--- src/rtl/chunked_subtractor.sv ---
// Multi-cycle unsigned subtractor: diff = a - b - bin, CHUNK bits per cycle,
// borrow rippled between cycles. Valid/ready on both operand and result sides.
module chunked_subtractor #(
  parameter int unsigned WIDTH = 65,
  parameter int unsigned CHUNK = 16
) (
  input  logic             clk,
  input  logic             rst_n,
  input  logic             in_valid,
  output logic             in_ready,
  input  logic [WIDTH-1:0] a,
  input  logic [WIDTH-1:0] b,
  input  logic             bin,
  output logic             out_valid,
  input  logic             out_ready,
  output logic [WIDTH-1:0] diff,
  output logic             bout
);

  localparam int unsigned NCHUNK = (WIDTH + CHUNK - 1) / CHUNK;
  localparam int unsigned LastW  = WIDTH - (NCHUNK - 1) * CHUNK;
  localparam int unsigned IdxW   = (NCHUNK > 1) ? $clog2(NCHUNK) : 1;
  // Valid bits of the (possibly narrower) top chunk.
  localparam logic [CHUNK-1:0] LastMask = {CHUNK{1'b1}} >> (CHUNK - LastW);

  typedef enum logic [1:0] {StIdle, StCalc, StDone} state_e;

  state_e           state_q, state_d;
  logic [IdxW-1:0]  idx_q;
  logic             borrow_q;
  logic [WIDTH-1:0] a_q, b_q;
  logic [WIDTH-1:0] diff_q;
  logic             bout_q;

  logic             accept;
  logic             last;
  logic [31:0]      off;
  logic [WIDTH-1:0] a_sh, b_sh;
  logic [CHUNK-1:0] cmask, a_c, b_c;
  logic [CHUNK:0]   sub;
  logic [WIDTH-1:0] wmask, wdata, diff_next;

  // Handshake decode from registered state; held low while reset is asserted.
  assign in_ready  = (state_q == StIdle) && rst_n;
  assign out_valid = (state_q == StDone);
  assign accept    = in_valid && in_ready;
  assign diff      = diff_q;
  assign bout      = bout_q;

  // Chunk datapath: extract current chunk, subtract with borrow, merge into diff.
  always_comb begin
    last  = (idx_q == IdxW'(NCHUNK - 1));
    off   = 32'(idx_q) * 32'(CHUNK);
    a_sh  = a_q >> off;
    b_sh  = b_q >> off;
    cmask = last ? LastMask : {CHUNK{1'b1}};
    a_c   = a_sh[CHUNK-1:0] & cmask;
    b_c   = b_sh[CHUNK-1:0] & cmask;
    // Operands are zero-extended at their true width, so a negative result sets
    // every bit above it; bit CHUNK is the borrow for full and short chunks alike.
    sub   = {1'b0, a_c} - {1'b0, b_c} - {{CHUNK{1'b0}}, borrow_q};
    wmask = WIDTH'(cmask) << off;
    wdata = WIDTH'(sub[CHUNK-1:0] & cmask) << off;
    diff_next = (diff_q & ~wmask) | wdata;
  end

  // Next-state logic.
  always_comb begin
    state_d = state_q;
    unique case (state_q)
      StIdle:  if (accept) state_d = StCalc;
      StCalc:  if (last) state_d = StDone;
      StDone:  if (out_ready) state_d = StIdle;
      default: state_d = StIdle;
    endcase
  end

  // State register with synchronous active-low reset.
  always_ff @(posedge clk) begin
    if (!rst_n) state_q <= StIdle;
    else        state_q <= state_d;
  end

  // Operand capture, chunk index, borrow chain and result registers.
  always_ff @(posedge clk) begin
    if (!rst_n) begin
      idx_q    <= '0;
      borrow_q <= 1'b0;
      a_q      <= '0;
      b_q      <= '0;
      diff_q   <= '0;
      bout_q   <= 1'b0;
    end else begin
      if (state_q == StIdle && accept) begin
        a_q      <= a;
        b_q      <= b;
        borrow_q <= bin;
        idx_q    <= '0;
      end else if (state_q == StCalc) begin
        diff_q   <= diff_next;
        borrow_q <= sub[CHUNK];
        if (last) bout_q <= sub[CHUNK];
        else      idx_q  <= idx_q + 1'b1;
      end
    end
  end

endmodule

--- config.mk ---
export PLATFORM = sky130hd
export DESIGN_NAME = chunked_subtractor
export DESIGN_NICKNAME = d
export VERILOG_FILES = /design/src/rtl/chunked_subtractor.sv
export SDC_FILE = /design/constraint.sdc
export NUM_CORES = 1
export LEC_CHECK = 0
export CORE_MARGIN = 2
export CORE_UTILIZATION = 45
export CTS_CLUSTER_DIAMETER = 120
export DETAILED_ROUTE_END_ITERATION = 8
export DONT_BUFFER_PORTS = 1
export GPL_ROUTABILITY_DRIVEN = 0
export GPL_TIMING_DRIVEN = 0
export PLACE_DENSITY = 0.64
export SYNTH_ARGS = -nofsm -noshare
export SYNTH_HDL_FRONTEND = slang
export SYNTH_SLANG_ARGS = --single-unit
--- constraint.sdc ---
create_clock -name clk -period 3.7 [get_ports clk]
set_input_delay 1.11 -clock clk [delete_from_list [all_inputs] [get_ports clk]]
set_output_delay 1.11 -clock clk [all_outputs]
set_load 0.02 [all_outputs]
==> flow_metrics.py, run 1 <==
metrics = {
    "outcome": {
        "outcome": "finished, final reports clean",
    },
    "sta": {
        "setup_tns_ns": 0,
        "finalClockSkew_ns": 0.0150,
        "fmax_mhz": 279,
        "setup_viol": 0,
        "tightestPinTransition_ns": 0.826,
        "hold_viol_final": 0,
        "period_share": 0.970,
        "post-route-min-period_ns": 3.59,
        "slew_viol_final": 0,
        "max-slew-margin-rel": 0.444,
        "rsz0062_at_grt": "yes",
        "timing.hold.ws_ns": 0.451,
    },
    "worst_setup_path": {
        "crit_top_cell": "ha_1",
        "crit_chain": "buf_12, buf_4, mux4_2, and2_1, ha_1, inv_1, ha_1, nand2_1, a32oi_1, o21a_1, mux2_2, nor2_1, o21ai_0",
        "critPathMaxStageDelay_ns": 0.52,
        "end_kind": "flop",
        "startpoint_type": "flop",
        "critPathRequiredTime_ns": 4.09,
        "crit_fanout": 10,
        "crit_type": "flop to flop",
        "crit_arrival_ns": 3.98,
        "critPathSlowestCell": "mux4_2",
    },
    "drt": {
        "drc": 0,
        "drt-total-wl_um": 27400,
        "routed_via_density": 5.60,
        "first_iter_violations": 447,
        "postRouteAntennaNets": 0,
        "detail_route.wl_per_cell_um": 19.2,
        "drt_pass1_iterations": 4,
        "vias": 7980,
    },
    "logic_synthesis": {
        "ys_async_sr_fraction": 0,
        "synthTopCellsByCount": "324 x nand2_1, 202 x dfxtp_1, 156 x nand3_1",
        "yosysTopAreaCell": "dfxtp_1",
        "yosysTopAreaCellShare": 0.438,
        "synth-warning-count": 0,
        "syn_area_um2": 9240,
        "synth_most_common_cell": "nand2_1",
        "synth_edf_count": 0,
        "seq_area_frac_synth": 0.438,
        "syn-num-nets": 1282,
        "synth_flop_cell": "dfxtp_1",
        "synth_area_per_cell_um2": 8.32,
        "syn_inst": 1111,
        "synthTopCellsByArea": "dfxtp_1 44%, nand2_1 13%, nand3_1 8.4%",
        "synth.distinct_cells": 60,
        "ys_ff_latch": 202,
    },
    "global_routing": {
        "grtUsageMet3": 0.0562,
        "met2_usage": 0.390,
        "grt_pass1_vias": 7732,
        "grt_max_degree": 13,
        "grtUsageTotal": 0.247,
        "grt-ovfl-total": 0,
        "grt_busiest_layer": "met2",
        "met1_usage": 0.340,
        "antenna_found_initial": 0,
        "grt_pass1_wl_um": 42400,
    },
    "layout": {
        "multi_input_area_um2": 4860,
        "instances_no_fill": 1425,
        "antenna_cells": 0,
        "drive_gt1_frac": 0.115,
        "fin_nets": 1313,
        "final.fill_count": 1960,
        "seq_area_um2": 4050,
        "layout-area-overhead-vs-synth_pct": 14.5,
    },
    "power": {
        "power_density_nw_per_um2": 585,
        "vdd_drop_max_mv": 0.343,
        "leakagePower_nw": 4.54,
    },
    "clocking": {
        "cts_buffers": 23,
        "htreeDepth": 1,
        "tritoncts": "done",
        "clk_path_buf_depth": 3,
        "cts.root.buffer_cell": "clkbuf_16",
        "path_clk_slew_ns": 0.06,
        "clock_sink_count": 202,
        "clk_latency_ns": 0.51,
    },
    "job": {
        "cap_violations": 0,
    },
    "die": {
        "fp.coreArea_um2": 20200,
        "die-area_um2": 21700,
        "start_util": 0.458,
        "ios": 203,
        "placement_rows": 52,
        "die_x_um": 147,
        "die_h_um": 147,
    },
    "placed_design": {
        "dpl.cell_count": 1381,
        "io_buffers": 0,
        "place_hpwl_um": 20600,
    },
    "worst_hold_path": {
        "min_path_type": "flop to flop",
    },
}
-- worst max-delay path, delay by kind of cell (launching register included) --
family,cells,cell delay [ns]
mux,2,0.93
flops,1,0.39
compound gates,3,0.64
simple gates,3,0.49
fa+ha+maj,2,0.67
buf+inv,3,0.34
-- flip-flops by register name (all words and copies together), names as in the netlist --
name      count
a_q          65
b_q          65
borrow_q      1
bout          1
diff         65
idx_q         3
state_q       2
-- layout make-up --
| type | count | area share |
|---|---|---|
| inverter | 37 | 0.0131 |
| clock inverter | 5 | 0.00532 |
| multi-input combinational | 794 | 0.459 |
| timing repair buffer | 6 | 0.00591 |
| sequential | 202 | 0.383 |
| buffer | 78 | 0.0373 |
| tap | 270 | 0.0319 |
| clock buffer | 33 | 0.0646 |
-- cells by family after synthesis --
group | Yosys count | share of synthesized area
buffers and inverters | 115 | 0.0512
multiplexers | 39 | 0.0845
AO/OA/AOI/OAI | 128 | 0.0936
adder cells (fa/ha/maj) | 36 | 0.0504
AND/OR/NAND/NOR | 583 | 0.275
flip-flops | 202 | 0.438
XOR/XNOR | 8 | 0.00758
-- power by group --
group / switching [mW] / internal, mW
clock: 0.882 / 1.34
sequential: 0.153 / 2.33
combinational: 0.905 / 0.581
-- layout by cell type (no fill, tap or decap), types with 16 or more instances in the layout --
cell       instances
nand2_1          323
inv_1             34
nand3_1          156
ha_1              27
mux4_2            31
and2_1            16
a21oi_1           29
nor2_1            45
clkbuf_1          51
a22oi_1           19
clkbuf_16         24
dfxtp_1          200
o21ai_0           28
-- per-stage QoR --
step,power [mW],util,instance area (um^2),setup slack [ns]
2_1_floorplan,3.43,-,9240,0.0242
3_3_place_gp,3.80,0.475,9580,-0.706
3_5_place_dp,3.82,0.475,9580,-0.704
4_1_cts,6.08,0.516,10400,0.00155
5_1_grt,6.44,0.524,10600,-0.0487
6_report,6.19,0.524,10600,0.109
-- worst paths after layout --
| check | start | end | slack (ns) | cells past startpoint |
|---|---|---|---|---|
| min | a_q[21] | a_q[21] | 0.45 | 2 |
| min reg2reg | a_q[21] | a_q[21] | 0.45 | 2 |
| max | idx_q[0] | diff[11] | 0.11 | 13 |
| max reg2reg | idx_q[0] | diff[11] | 0.11 | 13 |
-- layer usage --
layer | share of wire | vias to the layer above
met2 | 0.45 | 321
met4 | 0.025 | 0
met1 | 0.44 | 3752
met5 | 0 | -
met3 | 0.086 | 48
li1 | - | 3859
-- timing repair --
| item | in CTS | in global routing |
|---|---|---|
| hold buffers | 0 | 0 |
| endpoints found under the setup margin | 58 | 42 |
| resized for setup | 24 | 21 |
| gates cloned | 0 | 1 |
| pin swaps | 2 | 4 |
| buffers inserted | 2 | 3 |
No activity file was read; power rests on OpenSTA's default activity.
==> run 2: changes to the inputs <==
--- a/config.mk
+++ b/config.mk
@@ -5,6 +5,7 @@
 export SDC_FILE = /design/constraint.sdc
 export NUM_CORES = 1
 export LEC_CHECK = 0
+export ABC_AREA = 1
 export CORE_MARGIN = 2
 export CORE_UTILIZATION = 45
 export CTS_CLUSTER_DIAMETER = 120
==> flow_metrics.py, run 2 <==
metrics = {
    "sta": {
        "max-slew-margin-rel": 0.519,
        "setup_slack_ns": 0.185,
        "period_share": 0.950,
        "setup_viol": 0,
        "post-route-min-period_ns": 3.52,
        "slew_viol_final": 0,
        "tightestPinTransition_ns": 0.721,
        "finalClockSkew_ns": 0.0169,
        "fmax_mhz": 284,
        "hold_viol_final": 0,
        "timing.hold.ws_ns": 0.462,
    },
    "job": {
        "cap_violations": 0,
    },
    "worst_setup_path": {
        "startpoint_type": "input port",
        "critPathSlowestCell": "clkbuf_1",
        "worst-path-buf-inv": 3,
        "crit_fanout": 10,
        "crit_type": "input port to output port",
        "end_kind": "output port",
        "critPathMaxStageDelay_ns": 0.47,
        "crit_chain": "inv_2, nor3_4, clkbuf_2, clkbuf_1",
        "critPathRequiredTime_ns": 2.59,
        "critPathTopFamily": "buffers and inverters",
        "crit_arrival_ns": 2.41,
    },
    "clocking": {
        "clock_sink_count": 202,
        "htreeDepth": 1,
        "clk_path_buf_depth": 3,
        "clk_latency_ns": 0.51,
        "cts_hold_buf": 0,
        "cts.root.buffer_cell": "clkbuf_16",
        "path_clk_slew_ns": 0.06,
        "cts_buffers": 22,
        "tritoncts": "done",
    },
    "global_routing": {
        "grt-ovfl-total": 0,
        "antenna_found_initial": 0,
        "grt_pass1_vias": 8641,
        "grt_pass1_wl_um": 48000,
        "grtUsageTotal": 0.277,
        "grt_max_degree": 14,
    },
    "logic_synthesis": {
        "synthTopCellsByArea": "dfxtp_1 42%, nand3_1 11%, nand2_1 8.8%",
        "synth_top_family_by_area": "simple AND/OR/NAND/NOR gates",
        "synth_area_per_cell_um2": 7.15,
        "ys_async_sr_fraction": 0,
        "yosysTopAreaCell": "dfxtp_1",
        "synth_most_common_cell": "nand2_1",
        "syn-num-nets": 1505,
        "synth_flop_cell": "dfxtp_1",
        "synth_xor_xnor_area_share": 0.000918,
        "syn_area_um2": 9540,
        "seq_area_frac_synth": 0.424,
        "synth-adder-area-share": 0.0488,
        "synth-warning-count": 0,
        "synthSimpleGateAreaFrac": 0.250,
        "synth-compound-area-share": 0.184,
        "synth.mux.area_fraction": 0,
        "synth.distinct_cells": 38,
        "synthTopCellsByCount": "223 x nand2_1, 219 x nand3_1, 202 x dfxtp_1",
        "syn_inst": 1334,
        "yosysTopAreaCellShare": 0.424,
        "synth_edf_count": 0,
        "ys_ff_latch": 202,
    },
    "layout": {
        "final_common_cell": "nand2_1",
        "fin_nets": 1529,
        "finalInstanceArea_um2": 10700,
        "instances_no_fill": 1649,
        "drive_gt1_frac": 0.0852,
        "layout-area-overhead-vs-synth_pct": 12.2,
        "final.fill_count": 2127,
        "layout_common_cells": "223 x nand2_1, 218 x nand3_1, 202 x dfxtp_1",
        "antenna_cells": 0,
    },
    "drt": {
        "drt-total-wl_um": 30900,
        "first_iter_violations": 653,
        "detail_route.wl_per_cell_um": 18.8,
        "routed_via_density": 5.56,
        "drt_pass1_iterations": 5,
        "drc": 0,
        "vias": 9162,
        "postRouteAntennaNets": 0,
    },
    "die": {
        "die-area_um2": 22400,
        "fp.coreArea_um2": 20900,
        "placement_rows": 53,
        "ios": 203,
        "start_util": 0.457,
        "die_x_um": 150,
        "die_h_um": 150,
    },
    "placed_design": {
        "place_hpwl_um": 23500,
        "placed_cell_area_um2": 9890,
        "io_buffers": 0,
        "dpl.cell_count": 1609,
        "pre_cts_slack_ns": -0.295,
    },
    "worst_hold_path": {
        "min_path_type": "flop to flop",
    },
    "power": {
        "power_mw": 7.35,
        "power_density_nw_per_um2": 686,
        "leakagePower_nw": 4.46,
        "vdd_drop_max_mv": 0.356,
    },
    "outcome": {
        "outcome": "finished, final reports clean",
    },
}
==> run 2: cell count changes in the layout (fill, tap and decap cells not counted), moves of 17 or more <==
cell     previous run  this run
nand3_1           156       218
o21ai_0            28       153
a22oi_1            19         2
a21oi_1            29       160
inv_1              34       126
mux4_2             31         0
nand2_1           323       223
==> run 2: power by group <==
| part | total [mW] | internal [mW] | switching [mW] |
|---|---|---|---|
| Combinational | 2.59 | 0.853 | 1.74 |
| Clock | 2.19 | 1.28 | 0.914 |
| Sequential | 2.56 | 2.38 | 0.184 |
==> run 2: through the flow <==
step                      utilization  TNS (ns)
final                           0.513         0
after detailed placement        0.473     -6.26
after global routing            0.513   -0.0461
after CTS                       0.510         0
after floorplan                     -         0
after global placement          0.473     -5.69
==> run 2: final cells by class <==
| type | instances | area, um^2 | area share |
|---|---|---|---|
| buffer | 94 | 422 | 0.0394 |
| clock buffer | 33 | 683 | 0.0638 |
| clock inverter | 7 | 41.3 | 0.00385 |
| inverter | 133 | 504 | 0.0471 |
| multi-input combinational | 904 | 4670 | 0.436 |
| sequential | 202 | 4040 | 0.378 |
| tap | 275 | 344 | 0.0321 |
| timing repair buffer | 1 | 7.51 | 0.000701 |
==> run 2: cells by family (layout without fill, tap and decap cells) <==
| kind of cell | count (synthesis) | count (layout) |
|---|---|---|
| simple gates | 526 | 526 |
| compound gates | 341 | 341 |
| buf+inv | 228 | 268 |
| flops | 202 | 202 |
| fa+ha+maj | 36 | 36 |
| xor+xnor | 1 | 1 |
==> run 2: what timing repair did <==
action	4_1_cts	5_1_grt
setup endpoints to repair	35	32
gates resized for setup	18	34
setup buffers	0	1
pin swaps	2	5
==> run 2: layer usage <==
layer / up-vias / GRT usage / wire length [um]
met5: - / 0 / 0
met4: 0 / 0.0848 / 1070
met3: 62 / 0.0677 / 3090
met2: 380 / 0.443 / 13700
met1: 4228 / 0.368 / 13100
li1: 4492 / - / -
==> run 2: final timing paths <==
path,to,slack [ns],cells past startpoint,startpoint
setup / recovery,in_ready,0.18,4,rst_n
hold / removal,a_q[4],0.46,2,a_q[4]
setup reg to reg,diff[59],0.19,18,idx_q[1]
hold reg to reg,a_q[4],0.46,2,a_q[4]
==> run 2: worst reg2reg max path: cells and delay by family, from the launching register on <==
family          cells  cell delay [ns]
flops               1             0.42
fa+ha+maj           2             0.56
simple gates        6             0.79
compound gates      6             1.08
buf+inv             4             0.58
